$ cat src/rtl/tagged_mul_arbiter.sv
// tagged_mul_arbiter
//   Round-robin scheduler sharing one tagged_mul squaring unit between
//   NUM_REQ requesters. One TaggedDirection is issued per cycle. The
//   requester id of every in-flight operation is tracked in a shift
//   register that matches the multiplier latency. Each result lands in a
//   credit-protected return FIFO and is steered back to its requester.
//
//   TaggedDirection / TaggedDirection_pow are packed as
//   {tag[15:0], z, y, x}, with each component WIDTH bits wide.
//
// Ports
//   clk, rst                clock, asynchronous active-high reset
//   req_valid/req_dir       per-requester request (req_dir flattened)
//   req_ready               one-hot grant (gated by credits)
//   mul_start/mul_dir       registered issue to the multiplier
//   mul_tdp                 multiplier result, MUL_LATENCY after mul_start
//   resp_valid/resp_data    one-hot owner of FIFO head, head data
//   resp_ready              per-requester pop acknowledge
//
// Optional feature macro: TMUL_ARB_STATS_EN adds the saturating
//   counters stat_issued (transfers) and stat_stall (cycles with a
//   pending request blocked by credits).

`ifndef WIDTH
`define WIDTH 16
`endif
`ifndef Q_BITS
`define Q_BITS 8
`endif

module tagged_mul_arbiter #(
    parameter int NUM_REQ     = 4,
    parameter int WIDTH       = `WIDTH,
    parameter int Q_BITS      = `Q_BITS,
    parameter int MUL_LATENCY = 1,
    parameter int FIFO_DEPTH  = 4
) (
    input  logic                           clk,
    input  logic                           rst,
    input  logic [NUM_REQ-1:0]             req_valid,
    input  logic [NUM_REQ*(3*WIDTH+16)-1:0] req_dir,
    output logic [NUM_REQ-1:0]             req_ready,
    output logic                           mul_start,
    output logic [3*WIDTH+16-1:0]          mul_dir,
    input  logic [3*WIDTH+16-1:0]          mul_tdp,
    output logic [NUM_REQ-1:0]             resp_valid,
    output logic [3*WIDTH+16-1:0]          resp_data,
    input  logic [NUM_REQ-1:0]             resp_ready
`ifdef TMUL_ARB_STATS_EN
    ,
    output logic [31:0]                    stat_issued,
    output logic [31:0]                    stat_stall
`endif
);

    localparam int DIR_W = 3 * WIDTH + 16;
    localparam int ID_W  = $clog2(NUM_REQ);
    localparam int PTR_W = $clog2(FIFO_DEPTH);
    localparam int CNT_W = $clog2(FIFO_DEPTH + MUL_LATENCY + 2) + 1;

    // Elaboration-time parameter sanity checks
    if (NUM_REQ < 2 || NUM_REQ > 8) begin : g_bad_num_req
        $error("tagged_mul_arbiter: NUM_REQ must be 2..8");
    end
    if (MUL_LATENCY < 1) begin : g_bad_latency
        $error("tagged_mul_arbiter: MUL_LATENCY must be at least 1");
    end
    if (FIFO_DEPTH < 2 || (FIFO_DEPTH & (FIFO_DEPTH - 1)) != 0) begin : g_bad_depth
        $error("tagged_mul_arbiter: FIFO_DEPTH must be a power of 2, at least 2");
    end
    if (Q_BITS >= WIDTH) begin : g_bad_q
        $error("tagged_mul_arbiter: Q_BITS must be smaller than WIDTH");
    end

    logic [ID_W-1:0]    rr_ptr;
    logic [ID_W-1:0]    grant_idx;
    logic               grant_found;
    logic               credit_ok;
    logic               transfer;
    int                 cand;

    logic [ID_W-1:0]    issue_id;
    logic [MUL_LATENCY-1:0] pipe_valid;
    logic [ID_W-1:0]    pipe_id [MUL_LATENCY];
    logic [CNT_W-1:0]   inflight;

    logic [DIR_W-1:0]   fifo_data [FIFO_DEPTH];
    logic [ID_W-1:0]    fifo_id   [FIFO_DEPTH];
    logic [PTR_W-1:0]   rd_ptr;
    logic [PTR_W-1:0]   wr_ptr;
    logic [PTR_W:0]     fifo_count;
    logic               fifo_empty;
    logic [ID_W-1:0]    head_id;
    logic               push_en;
    logic               pop_en;

    // Round-robin search: walk offsets from the highest down so the
    // smallest offset from rr_ptr is the last (winning) assignment.
    always_comb begin
        grant_found = 1'b0;
        grant_idx   = rr_ptr;
        cand        = 0;
        for (int i = NUM_REQ - 1; i >= 0; i--) begin
            cand = int'(rr_ptr) + i;
            if (cand >= NUM_REQ) begin
                cand = cand - NUM_REQ;
            end
            if (req_valid[ID_W'(cand)]) begin
                grant_found = 1'b1;
                grant_idx   = ID_W'(cand);
            end
        end
    end

    // Credits cover the issue register plus every pipeline slot, because
    // the multiplier cannot be stalled once an operand is issued.
    always_comb begin
        inflight = CNT_W'(mul_start);
        for (int k = 0; k < MUL_LATENCY; k++) begin
            inflight = inflight + CNT_W'(pipe_valid[k]);
        end
    end

    assign credit_ok = (CNT_W'(fifo_count) + inflight) < CNT_W'(FIFO_DEPTH);
    assign transfer  = grant_found & credit_ok & ~rst;
    assign req_ready = transfer ? (NUM_REQ'(1) << grant_idx) : '0;

    always_ff @(posedge clk or posedge rst) begin
        if (rst) begin
            rr_ptr    <= '0;
            mul_start <= 1'b0;
            mul_dir   <= '0;
            issue_id  <= '0;
        end else begin
            mul_start <= transfer;
            if (transfer) begin
                mul_dir  <= req_dir[int'(grant_idx) * DIR_W +: DIR_W];
                issue_id <= grant_idx;
                rr_ptr   <= (grant_idx == ID_W'(NUM_REQ - 1)) ? '0 : grant_idx + 1'b1;
            end
        end
    end

    // Id pipeline mirrors the multiplier latency; its output marks the
    // cycle in which mul_tdp is valid and whose requester owns it.
    always_ff @(posedge clk or posedge rst) begin
        if (rst) begin
            pipe_valid <= '0;
            for (int k = 0; k < MUL_LATENCY; k++) begin
                pipe_id[k] <= '0;
            end
        end else begin
            pipe_valid[0] <= mul_start;
            pipe_id[0]    <= issue_id;
            for (int k = 1; k < MUL_LATENCY; k++) begin
                pipe_valid[k] <= pipe_valid[k-1];
                pipe_id[k]    <= pipe_id[k-1];
            end
        end
    end

    assign push_en    = pipe_valid[MUL_LATENCY-1];
    assign fifo_empty = (fifo_count == '0);
    assign head_id    = fifo_id[rd_ptr];
    assign pop_en     = ~fifo_empty & resp_ready[head_id];
    assign resp_valid = fifo_empty ? '0 : (NUM_REQ'(1) << head_id);
    assign resp_data  = fifo_empty ? '0 : fifo_data[rd_ptr];

    // Storage needs no reset: the head is masked while the FIFO is empty.
    always_ff @(posedge clk) begin
        if (push_en) begin
            fifo_data[wr_ptr] <= mul_tdp;
            fifo_id[wr_ptr]   <= pipe_id[MUL_LATENCY-1];
        end
    end

    always_ff @(posedge clk or posedge rst) begin
        if (rst) begin
            rd_ptr     <= '0;
            wr_ptr     <= '0;
            fifo_count <= '0;
        end else begin
            if (push_en) begin
                wr_ptr <= wr_ptr + 1'b1;
            end
            if (pop_en) begin
                rd_ptr <= rd_ptr + 1'b1;
            end
            case ({push_en, pop_en})
                2'b10:   fifo_count <= fifo_count + 1'b1;
                2'b01:   fifo_count <= fifo_count - 1'b1;
                default: fifo_count <= fifo_count;
            endcase
        end
    end

`ifdef TMUL_ARB_STATS_EN
    logic stall;
    assign stall = (|req_valid) & ~credit_ok;

    always_ff @(posedge clk or posedge rst) begin
        if (rst) begin
            stat_issued <= '0;
            stat_stall  <= '0;
        end else begin
            if (transfer && stat_issued != '1) begin
                stat_issued <= stat_issued + 1'b1;
            end
            if (stall && stat_stall != '1) begin
                stat_stall <= stat_stall + 1'b1;
            end
        end
    end
`endif

endmodule

$ cat config.mk
export PLATFORM = sky130hd
export DESIGN_NAME = tagged_mul_arbiter
export DESIGN_NICKNAME = d
export VERILOG_FILES = /design/src/rtl/tagged_mul_arbiter.sv
export SDC_FILE = /design/constraint.sdc
export NUM_CORES = 1
export LEC_CHECK = 0
export CORE_ASPECT_RATIO = 1.2
export CORE_MARGIN = 2
export CORE_UTILIZATION = 40
export CTS_BUF_LIST = sky130_fd_sc_hd__clkbuf_4 sky130_fd_sc_hd__clkbuf_8
export DETAILED_ROUTE_END_ITERATION = 10
export MAX_ROUTING_LAYER = met4
export PLACE_DENSITY_LB_ADDON = 0.25
export SETUP_SLACK_MARGIN = 0.5
export SLEW_MARGIN = 20
export SYNTH_ARGS = -nofsm -noshare
export SYNTH_HDL_FRONTEND = slang
export SYNTH_SLANG_ARGS = --single-unit
$ cat constraint.sdc
create_clock -name clk -period 3.34 [get_ports clk]
set_clock_uncertainty 0.15 [all_clocks]
set_input_delay 0.835 -clock clk [delete_from_list [all_inputs] [get_ports clk]]
set_output_delay 0.835 -clock clk [all_outputs]
set_load 0.005 [all_outputs]
==> flow_summary.yaml <==
layout:
  fin_cells: 1965
  area_delta_synth_final_pct: 49.2
  layout_commonest_cell: "clkdlybuf4s50_1"
  final_cell_mix: "clkdlybuf4s50_1 (390), edfxtp_1 (264), mux2i_1 (130), dfrtp_1 (76)"
  drive_gt1_frac: 0.301
  final_nets: 1775
critical_path:
  crit_chain: "buf_12 -> buf_12 -> buf_16 -> buf_8 -> mux4_2 -> nor2b_4 -> buf_2"
  cp_max_fo: 7
  cpMaxStageDelayCell: "dfrtp_4"
  cp.required_ns: 2.35
  cp-start-kind: "register"
  critPathBufInv: 5
  cp_common_cell: "buf_12"
  cp-end-kind: "primary output"
  crit_family: "buffers and inverters"
  max_stage_delay_ns: 0.53
  worstSetupPathType: "register to primary output"
  critPathArrivalTime_ns: 2.34
synthesis:
  synth_edf_count: 264
  synthDistinctLibCells: 34
  synth_seq_cells: 343
  synth_area_mm2: 0.0151
  async_reset_ff_frac: 0.230
  synthCells: 864
  synth_fp_nets: 1205
  syn_avg_cell_area_um2: 17.5
  ys_seq_area_frac: 0.656
  yosys_warnings: 0
  synth_ff_type: "edfxtp_1"
drt:
  drc_errors: 0
  ant_nets: 0
  via_per_inst: 5.12
  dr.pass1.iters: 5
  totalWireLength_mm: 44.1
  vias: 10100
  avgRoutedWirePerCell_um: 22.4
  drt_iter0_markers: 578
pwr:
  clock_power_share: 0.189
  p_switching_mw: 5.89
  finalPower_mw: 18.3
  p_comb_frac: 0.481
  p_seq_frac: 0.330
  leakage_nw: 8.54
  ir_drop_mv: 0.404
  internal_power_mw: 12.4
  power_density_mw_per_mm2: 812
  swShare: 0.322
clock_tree:
  cts-hold-fix-buffers: 0
  cts_buffer_depth: 3
  numCtsBuffers: 52
  cts_sinks: 343
  clk_transition_reported_paths_ns: 0.06
  htreeDepth: 2
  insertion_delay_ns: 0.60
  cts-root-buf: "clkbuf_8"
  cts_tree: "done"
die:
  die_w_um: 181
  std_cell_rows: 77
  fp.coreArea_mm2: 0.0370
  start_util: 0.408
  die_area_mm2: 0.0393
  die_h_um: 217
  io_pins: 467
flow_run:
  max_cap_viol_count: 0
sta:
  layout_min_cycle_time_ns: 3.32
  fin_setup_tns_ns: 0
  relSlewSlack: 0.614
  rsz0062_at_grt: "true"
  setup_slack_ns: 0.0181
  fin_crit_sh: 0.995
  timing.fmax_mhz: 301
  fin_hold_ws_ns: 0.244
  setup_violations: 0
  worst_slew_pin_slew_ns: 0.579
  slew_violations: 0
  hold_viol: 0
placed_design:
  gp_congestion: 0.810
  dp.final_hpwl_mm: 29.7
  dp_slack_ns: -0.748
  io_buffers: 466
  place_inst: 1804
grt:
  track_usage: 0.228
  overflow: 0
  grt_max_degree: 63
  grt_pass1_vias: 10800
  grt_pass1_wl_mm: 64.8
  antenna_found_initial: 14
outcome:
  status: "complete, no violations"
min_path:
  hold_class: "register to register"
## cells in the mapped netlist (all sizes together), types with 2 or more instances
cell type | count | share of area
nor4 | 2 | 0.0012
buf | 41 | 0.018
a21oi | 4 | 0.0013
nor2b | 68 | 0.028
xnor2 | 2 | 0.0012
nand2 | 3 | 0.00075
mux4 | 66 | 0.098
ha | 10 | 0.0083
inv | 11 | 0.0027
nor3 | 2 | 0.00066
mux2i | 131 | 0.087
o21ai | 3 | 0.00099
a221oi | 64 | 0.059
edfxtp | 264 | 0.53
nor2 | 70 | 0.017
clkbuf | 19 | 0.0047
mux2 | 3 | 0.0022
dfrtp | 79 | 0.13
and2 | 10 | 0.0041
xor2 | 4 | 0.0023
## power groups by stage
stage / logic [mW] / registers (mW) / clock network [mW]
3_3_place_gp: 7.92 / 6.07 / 0
2_1_floorplan: 4.18 / 6.02 / 0
4_1_cts: 8.75 / 6.03 / 3.57
3_5_place_dp: 8.00 / 6.08 / 0
5_1_grt: 9.44 / 6.12 / 3.75
6_report: 8.81 / 6.03 / 3.46
## cell type report
class | instances | area [um^2]
Antenna cell | 14 | 35.0
Clock inverter | 34 | 240
Clock buffer | 63 | 805
Inverter | 11 | 55.1
Fill cell | 2837 | 14500
Timing Repair Buffer | 576 | 5760
Multi-Input combinational cell | 450 | 5130
Tap cell | 474 | 593
Sequential cell | 343 | 9910
## repair_timing
action	in CTS	in global routing
gates resized for setup	346	35
pin swaps	18	14
cloned	7	0
buffers inserted	34	9
endpoints found under the setup margin	119	96
## worst paths after layout
kind	cells after the start	slack, ns	from	to
min in group asynchronous	3	0.62	rst	wr_ptr[0]
setup / recovery	7	0.02	rd_ptr[0]	resp_data[63]
max in group asynchronous	4	1.70	rst	mul_dir[58]
hold reg to reg	0	0.24	issue_id[1]	pipe_id[1]
setup reg to reg	12	0.30	rd_ptr[0]	fifo_count[2]
hold / removal	0	0.24	issue_id[1]	pipe_id[1]
## registers in the layout (all words and copies together) (netlist names), 3 cells and up
signal,count
fifo_data,256
mul_dir,64
fifo_id,8
fifo_count,3
## per-layer routing
metal | track usage | wire [um] | up-vias
met4 | 0.0818 | 1110 | 0
met1 | 0.272 | 17000 | 5025
met5 | - | 0 | -
met3 | 0.0686 | 3860 | 58
li1 | - | - | 4580
met2 | 0.367 | 22100 | 404
## stage by stage
step | instance area (um^2) | utilization
after floorplan | 15100 | -
after global placement | 20800 | 0.561
after detailed placement | 20800 | 0.561
after CTS | 22400 | 0.605
after global routing | 22500 | 0.609
final | 22500 | 0.609
## kinds of logic after synthesis
kind of cell,Yosys count,share of synthesized area
flip-flops,343,0.656
multiplexers,200,0.188
AND/OR/NAND/NOR,158,0.0537
AO/OA/AOI/OAI,75,0.0645
buffers and inverters,71,0.0251
adder cells (fa/ha/maj),11,0.00961
XOR/XNOR,6,0.00348
## worst reg2reg max path, stage by stage (launching register included)
cell and delay, ns:
dfrtp_4 0.47, buf_6 0.12, mux4_2 0.56, buf_6 0.16
buf_6 0.11, mux2i_2 0.16, o22ai_4 0.26, ha_4 0.19
inv_2 0.04, fa_2 0.33, xor2_1 0.14, nor2_1 0.11
xor2_1 0.15
Power figures use the tool's default switching activity.
